===== src/rtl/mem_access_stage_pkg.sv =====
// rtl/mem_access_stage_pkg.sv - shared constants and FSM state encoding for the memory access stage
package mem_access_stage_pkg;

    localparam logic [31:0] ZERO_VECTOR_32 = 32'h0000_0000;
    localparam logic [4:0]  ZERO_VECTOR_5  = 5'd0;

    typedef enum logic [1:0] {
        MEMST_IDLE = 2'b00,
        MEMST_REQ  = 2'b01,
        MEMST_DONE = 2'b10
    } memst_e;

endpackage


===== src/rtl/mem_wb_reg.sv =====
// rtl/mem_wb_reg.sv - MEM/WB pipeline register with load-enable and bubble insertion
module mem_wb_reg
    import mem_access_stage_pkg::*;
(
    input  logic        clk,
    input  logic        reset,
    input  logic        load_en,
    input  logic        bubble,
    input  logic        wbsrc,
    input  logic        regwrite,
    input  logic [31:0] alu_result,
    input  logic [31:0] mem_data,
    input  logic [4:0]  rd,
    output logic        wb_wbsrc,
    output logic        wb_regwrite,
    output logic [31:0] wb_alu_result,
    output logic [31:0] wb_mem_data,
    output logic [4:0]  wb_rd
);

    // A bubble clears only the control fields; data fields keep their last value.
    always_ff @(posedge clk) begin
        if (!reset) begin
            wb_wbsrc      <= 1'b0;
            wb_regwrite   <= 1'b0;
            wb_alu_result <= ZERO_VECTOR_32;
            wb_mem_data   <= ZERO_VECTOR_32;
            wb_rd         <= ZERO_VECTOR_5;
        end else if (bubble) begin
            wb_wbsrc      <= 1'b0;
            wb_regwrite   <= 1'b0;
            wb_rd         <= ZERO_VECTOR_5;
        end else if (load_en) begin
            wb_wbsrc      <= wbsrc;
            wb_regwrite   <= regwrite;
            wb_alu_result <= alu_result;
            wb_mem_data   <= mem_data;
            wb_rd         <= rd;
        end
    end

endmodule


===== src/rtl/mem_access_stage.sv =====
// rtl/mem_access_stage.sv - memory access FSM, store forwarding and MEM/WB register (option: MEM_MISALIGN_CHECK_EN)
module mem_access_stage
    import mem_access_stage_pkg::*;
(
    input  logic        clk,
    input  logic        reset,
    input  logic        MEM_WBSrc,
    input  logic        MEM_RegWrite,
    input  logic        MEM_MemWrite,
    input  logic        MEM_MemRead,
    input  logic [31:0] MEM_ALU_Result,
    input  logic [31:0] MEM_Read_data_2,
    input  logic [4:0]  MEM_rd,
    input  logic [4:0]  MEM_rs2,
    output logic        dmem_valid,
    output logic        dmem_we,
    output logic [31:0] dmem_addr,
    output logic [31:0] dmem_wdata,
    input  logic        dmem_ready,
    input  logic [31:0] dmem_rdata,
    output logic        mem_stall,
    output logic        mem_misalign,
    output logic        WB_WBSrc,
    output logic        WB_RegWrite,
    output logic [31:0] WB_ALU_Result,
    output logic [31:0] WB_Mem_data,
    output logic [4:0]  WB_rd
);

    memst_e      state;
    logic        access;
    logic        misaligned;
    logic        fwd_hit;
    logic [31:0] store_data;
    logic [31:0] load_buf;
    logic [31:0] wb_mem_data_next;
    logic        wb_load;
    logic        wb_bubble;

    assign access = MEM_MemRead | MEM_MemWrite;

`ifdef MEM_MISALIGN_CHECK_EN
    assign misaligned   = access && (MEM_ALU_Result[1:0] != 2'b00);
    assign mem_misalign = reset && (state == MEMST_IDLE) && misaligned;
`else
    assign misaligned   = 1'b0;
    assign mem_misalign = 1'b0;
`endif

    // The instruction ahead of us sits in MEM/WB; forward its write-back value into store data.
    assign fwd_hit    = WB_RegWrite && (WB_rd == MEM_rs2) && (MEM_rs2 != ZERO_VECTOR_5);
    assign store_data = fwd_hit ? (WB_WBSrc ? WB_Mem_data : WB_ALU_Result) : MEM_Read_data_2;

    assign mem_stall = ((state == MEMST_IDLE) && access && !misaligned) || (state == MEMST_REQ);

    assign wb_bubble        = mem_stall || ((state == MEMST_IDLE) && misaligned);
    assign wb_load          = (state == MEMST_DONE) || ((state == MEMST_IDLE) && !access);
    assign wb_mem_data_next = ((state == MEMST_DONE) && !dmem_we) ? load_buf : ZERO_VECTOR_32;

    always_ff @(posedge clk) begin
        if (!reset) begin
            state      <= MEMST_IDLE;
            dmem_valid <= 1'b0;
            dmem_we    <= 1'b0;
            dmem_addr  <= ZERO_VECTOR_32;
            dmem_wdata <= ZERO_VECTOR_32;
            load_buf   <= ZERO_VECTOR_32;
        end else begin
            case (state)
                MEMST_IDLE: begin
                    if (access && !misaligned) begin
                        dmem_valid <= 1'b1;
                        dmem_we    <= MEM_MemWrite;
                        dmem_addr  <= {MEM_ALU_Result[31:2], 2'b00};
                        dmem_wdata <= store_data;
                        state      <= MEMST_REQ;
                    end
                end
                MEMST_REQ: begin
                    if (dmem_ready) begin
                        load_buf   <= dmem_rdata;
                        dmem_valid <= 1'b0;
                        state      <= MEMST_DONE;
                    end
                end
                MEMST_DONE: begin
                    state <= MEMST_IDLE;
                end
                default: begin
                    state      <= MEMST_IDLE;
                    dmem_valid <= 1'b0;
                end
            endcase
        end
    end

    mem_wb_reg u_mem_wb_reg (
        .clk           (clk),
        .reset         (reset),
        .load_en       (wb_load),
        .bubble        (wb_bubble),
        .wbsrc         (MEM_WBSrc),
        .regwrite      (MEM_RegWrite),
        .alu_result    (MEM_ALU_Result),
        .mem_data      (wb_mem_data_next),
        .rd            (MEM_rd),
        .wb_wbsrc      (WB_WBSrc),
        .wb_regwrite   (WB_RegWrite),
        .wb_alu_result (WB_ALU_Result),
        .wb_mem_data   (WB_Mem_data),
        .wb_rd         (WB_rd)
    );

endmodule

===== config.mk =====
export PLATFORM = sky130hd
export DESIGN_NAME = mem_access_stage
export DESIGN_NICKNAME = d
export VERILOG_FILES = /design/src/rtl/mem_access_stage_pkg.sv /design/src/rtl/mem_wb_reg.sv /design/src/rtl/mem_access_stage.sv
export SDC_FILE = /design/constraint.sdc
export NUM_CORES = 1
export LEC_CHECK = 0
export ABC_AREA = 1
export BUFFER_PORTS_ARGS = -buffer_cell sky130_fd_sc_hd__buf_2
export CAP_MARGIN = 20
export CORE_MARGIN = 5
export CORE_UTILIZATION = 40
export DETAILED_ROUTE_END_ITERATION = 8
export PLACE_DENSITY = 0.64
export SETUP_SLACK_MARGIN = 0.15
export SYNTH_ARGS = -nofsm -noshare
export SYNTH_HDL_FRONTEND = slang
export SYNTH_SLANG_ARGS = --single-unit

===== constraint.sdc =====
create_clock -name clk -period 1.8 [get_ports clk]
set_clock_uncertainty 0.15 [all_clocks]
set_input_delay 0.18 -clock clk [delete_from_list [all_inputs] [get_ports clk]]
set_output_delay 0.18 -clock clk [all_outputs]
set_load 0.03 [all_outputs]

Yosys cells after proc, flatten, opt, wreduce, memory -nomap -nowiden. Index checks and enable logic that the tools add are counted.

Register bits: 169. Bits of input ports: 113. Output and inout port bits: 139. Logic and storage cells: 46.

Equal/unequal tests: 5. Muxes and demuxes: 9. Bitwise gates (word level): 4. Reductions and logical operators: 17.

Operators by type and width (count): $mux W32 (3); $reduce_and A2 Y1 (4); $eq A5 B5 Y1 (1); $logic_and A1 B1 Y1 (5); $reduce_bool A5 Y1 (1); $mux W2 (2); $ne A2 B2 Y1 const B (2); $pmux W2 S2 (1); $not A1 Y1 (3); $pmux W1 S3 (1); $reduce_and A3 Y1 (1); $eq A2 B1 Y1 const B (1); $eq A2 B2 Y1 const B (1); $logic_not A1 Y1 (2); $logic_not A2 Y1 (1); $logic_or A1 B1 Y1 (2); $mux W1 (2); $reduce_or A2 Y1 (1); $or A1 B1 Y1 (1).

Logic depth before layout (Yosys ltp).
Depth in word-level cells: 5. Depth in mapped cells: 11. Depth with buffers taken out: 10.

Hierarchy. A second synthesis with hierarchy kept.

Cells, all modules: 1184. Area, all modules: 8066.5 sq um.

Modules (own cells, without submodules): mem_access_stage (instances 1, cells an instance 740, area an instance 4814.6 sq um, seq. area each 1961.9 sq um); mem_wb_reg (instances 1, cells an instance 444, area an instance 3251.9 sq um, seq. area each 1421.4 sq um).

Worst setup path before layout. No wires, ideal clock.

Path type: flip-flop to flip-flop. Start: register u_mem_wb_reg.wb_wbsrc. End: register dmem_wdata[7]. Library setup time: 0.109 ns. Arrival: 1.418 ns. Data required time: 1.541 ns. Setup slack: 0.123 ns. Cell stages (with the launch flop): 11. Path buffers: 3. Period minus slack after synthesis: 1.677 ns. Path through: dfxtp_1 buf_2 inv_2 buf_4 buf_2 nand2_1 o21ai_0 nand3_1 nand3_1 nand2_1 inv_1.

Longest elaborated chain between the ends: 2.

RTL lines: start, declared (RTL line mem_wb_reg.sv:14) `output logic wb_wbsrc,`; start signal, assigned (RTL line mem_wb_reg.sv:34) `wb_wbsrc <= wbsrc;`; $mux W32 (2 in series) (RTL line mem_access_stage.sv:52) `assign store_data = fwd_hit ? (WB_WBSrc ? WB_Mem_data : WB_ALU_Result) : MEM_Read_data_2;`; end signal, assigned (RTL line mem_access_stage.sv:75) `dmem_wdata <= store_data;`; end, declared (RTL line mem_access_stage.sv:18) `output logic [31:0] dmem_wdata,`.

No other way between the ends. A chain may end at the register's enable or synchronous reset.

Worst setup path in the final report.
Start: register u_mem_wb_reg.wb_rd[4]. End: register dmem_wdata[28].

Longest elaborated chain between the ends: 4.

RTL lines: start, declared (RTL line mem_wb_reg.sv:18) `output logic [4:0] wb_rd`; start signal, assigned (RTL line mem_wb_reg.sv:38) `wb_rd <= rd;`; $eq A5 B5 Y1 (RTL line mem_access_stage.sv:51) `assign fwd_hit = WB_RegWrite && (WB_rd == MEM_rs2) && (MEM_rs2 != ZERO_VECTOR_5);`; $logic_and A1 B1 Y1 (2 in series) (RTL line mem_access_stage.sv:51); $mux W32 (RTL line mem_access_stage.sv:52).

No other way between the ends.

==> flow_summary.yaml <==
outcome:
  status: "finished, final reports clean"
drt:
  post_drt_via_cell_ratio: 4.75
  first_iter_violations: 429
  totalWireLength_um: 24400
  topRoutingLayerUsed: "met4"
  met3_length_um: 1840
  drc: 0
  met2_length_um: 11400
  met1Wirelength_um: 10400
  ant_nets: 0
  vias: 7512
  wl_per_cell_um: 15.4
  dr.pass1.iters: 5
place:
  io_buffers: 248
  place_area_sq_mm: 0.00853
  gp_congestion: 0.839
  dp_hpwl_um: 16000
pwr:
  vdd_drop_max_uv: 652
  powerDensity_mw_per_mm2: 963
  p_leak_nw: 4.94
  p_total_w: 0.00998
final_layout:
  nets: 1457
  area_growth_pct: 47.2
  stdcell_area_sq_mm: 0.0104
  drive_above_1_share: 0.251
setup_path:
  slowest_stage: "dfxtp_2"
  end_kind: "flip-flop"
  critPathKind: "reg2reg"
  cpLargestDelayFamily: "simple AND/OR/NAND/NOR gates"
  critPathBufInv: 3
  path_cells: "inv_1 > nand2_1 > nand4_1 > nor2_4 > clkbuf_16 > nand3_1 > nand3_1 > nand2_1 > inv_1"
  cp-start-kind: "flip-flop"
  critPathMaxFanout: 16
  crit_arrival_ps: 1810
  required_ps: 2020
  slowest_delay_ps: 320
clock_tree:
  cts-buffers-inserted: 17
  clk_latency_ps: 420
  clock_path_buffers: 2
  cts_tree: "built"
  path_clk_slew_ps: 60
  cts_root_buffer: "clkbuf_16"
  numClockSinks: 169
  cts-htree-levels: 4
sta:
  rsz0062_at_grt: "true"
  period_minus_slack_ps: 1590
  timing.hold.ws_ps: 286
  setup_violations: 0
  slew_viol_final: 0
  setup_tns_ps: 0
  hold_viol: 0
  achievable-frequency_ghz: 0.628
  period_share: 0.885
hold_path:
  worstHoldPathType: "in2reg"
die:
  io_pins: 252
  dieHeight_um: 143
  initial_utilization: 0.407
  die-area_sq_mm: 0.0204
  core_sq_mm: 0.0173
  die_w_um: 143
  rows: 48
synth:
  yosysSeqAreaShare: 0.480
  syn_area_sq_mm: 0.00704
  yosysWarnings: 0
  ys_ff_latch: 169
  syn_area_per_cell_sq_um: 6.98
  ys_types: 23
  synth_cells: 1009
run:
  cap_viol_max_count: 0
grt:
  overflow: 0
  grt_max_degree: 70
  grt_pass1_wl_um: 37000
  grt_pass1_vias: 7339
  track_usage: 0.228
  antenna_found_initial: 0
[report_power, final]
part / internal [W] / switching (W) / leakage (nW) / total [W]
Combinational: 0.000764 / 0.00134 / 3.26 / 0.00210
Clock: 0.00222 / 0.00146 / 0.283 / 0.00369
Sequential: 0.00403 / 0.000158 / 1.39 / 0.00419
Total: 0.00702 / 0.00296 / 4.94 / 0.00998
[logic make-up after synthesis]
| logic type | Yosys count | share of synthesized area |
|---|---|---|
| and+or+nand+nor | 415 | 0.239 |
| DFF | 169 | 0.480 |
| buffers and inverters | 213 | 0.123 |
| AOI/OAI and AO/OA | 211 | 0.158 |
| other | 1 | 0.000533 |
[tightest hold or removal path: cells and delay by family]
kind,cells,cell delay (ps)
buffers and inverters,1,80
AND/OR/NAND/NOR,2,160
AO/OA/AOI/OAI,2,400
[cell usage after synthesis]
library cell | count | area, sq um
o21ai_0 | 131 | 656
nand3_1 | 65 | 325
or2_1 | 2 | 12.5
nor2_1 | 217 | 815
clkbuf_1 | 32 | 120
o21ai_4 | 1 | 16.3
buf_2 | 28 | 140
dfxtp_1 | 169 | 3380
nand3b_1 | 1 | 7.51
or2_2 | 3 | 18.8
nor3_4 | 1 | 16.3
o22ai_1 | 28 | 175
inv_2 | 4 | 15.0
nor2_2 | 3 | 18.8
nand2_1 | 121 | 454
buf_4 | 6 | 45.0
a211oi_1 | 3 | 22.5
buf_1 | 3 | 11.3
nand4_1 | 2 | 12.5
inv_1 | 139 | 522
buf_6 | 1 | 11.3
conb_1 | 1 | 3.75
a21oi_1 | 48 | 240
[cells in the final DEF, fill, tap and decap left out, types with 3 or more instances in the layout]
cell type / synthesis / layout
a211oi_1: 3 / 3
a21oi_1: 48 / 47
buf_12: 0 / 7
buf_2: 28 / 247
buf_4: 6 / 18
bufinv_16: 0 / 3
clkbuf_16: 0 / 20
clkinv_2: 0 / 4
conb_1: 1 / 3
dfxtp_1: 169 / 162
dfxtp_2: 0 / 4
dfxtp_4: 0 / 3
dlygate4sd3_1: 0 / 106
inv_1: 139 / 136
inv_2: 4 / 6
nand2_1: 121 / 117
nand2_2: 0 / 4
nand3_1: 65 / 59
nand3_2: 0 / 6
nor2_1: 217 / 216
o21ai_0: 131 / 131
o22ai_1: 28 / 28
or2_2: 3 / 3
[through the flow]
step | std cells | utilization | setup WS [ps]
CTS | 1575 | 0.590 | 149
global route | 1579 | 0.599 | 97.4
floorplan | 1011 | - | 200
finish | 1581 | 0.599 | 207
global placement | 1438 | 0.493 | 203
detailed placement | 1438 | 0.493 | 149
[cell type report]
| cell class | count | area [sq um] |
|---|---|---|
| well taps | 225 | 282 |
| clock buffers | 20 | 457 |
| flip-flops and latches | 169 | 3400 |
| inverters | 143 | 539 |
| diodes | 2 | 5.00 |
| repair buffers | 384 | 2700 |
| fillers | 1622 | 6930 |
| clock inverters | 9 | 125 |
| multi-input cells | 629 | 2860 |
[flip-flops by register name, indices dropped and copies added, names as in the netlist, 2 cells and up]
signal	flops
dmem_wdata	32
load_buf	32
u_mem_wb_reg.wb_alu_result	32
u_mem_wb_reg.wb_mem_data	32
dmem_addr	30
u_mem_wb_reg.wb_rd	5
state	2
[routing by layer]
metal / GRT usage / up-vias
met5: 0 / -
met1: 0.287 / 3367
met4: 0.0965 / 0
met2: 0.369 / 264
li1: - / 3833
met3: 0.0623 / 48
[path summary, 6_finish.rpt]
kind,startpoint,endpoint,slack [ps],cells past startpoint
min,MEM_MemRead,u_mem_wb_reg.wb_alu_result[2],290,5
max,u_mem_wb_reg.wb_rd[4],dmem_wdata[28],210,9
min reg2reg,load_buf[31],load_buf[31],290,2
max reg2reg,u_mem_wb_reg.wb_rd[4],dmem_wdata[28],210,9
[repair_timing]
action,4_1_cts,5_1_grt
hold buffers,106,0
resized for setup,7,22
pin swaps,3,6
gates cloned,0,3
hold endpoints to repair,136,0
setup endpoints to repair,6,34
buffers inserted,2,1
Power figures use the tool's default switching activity.
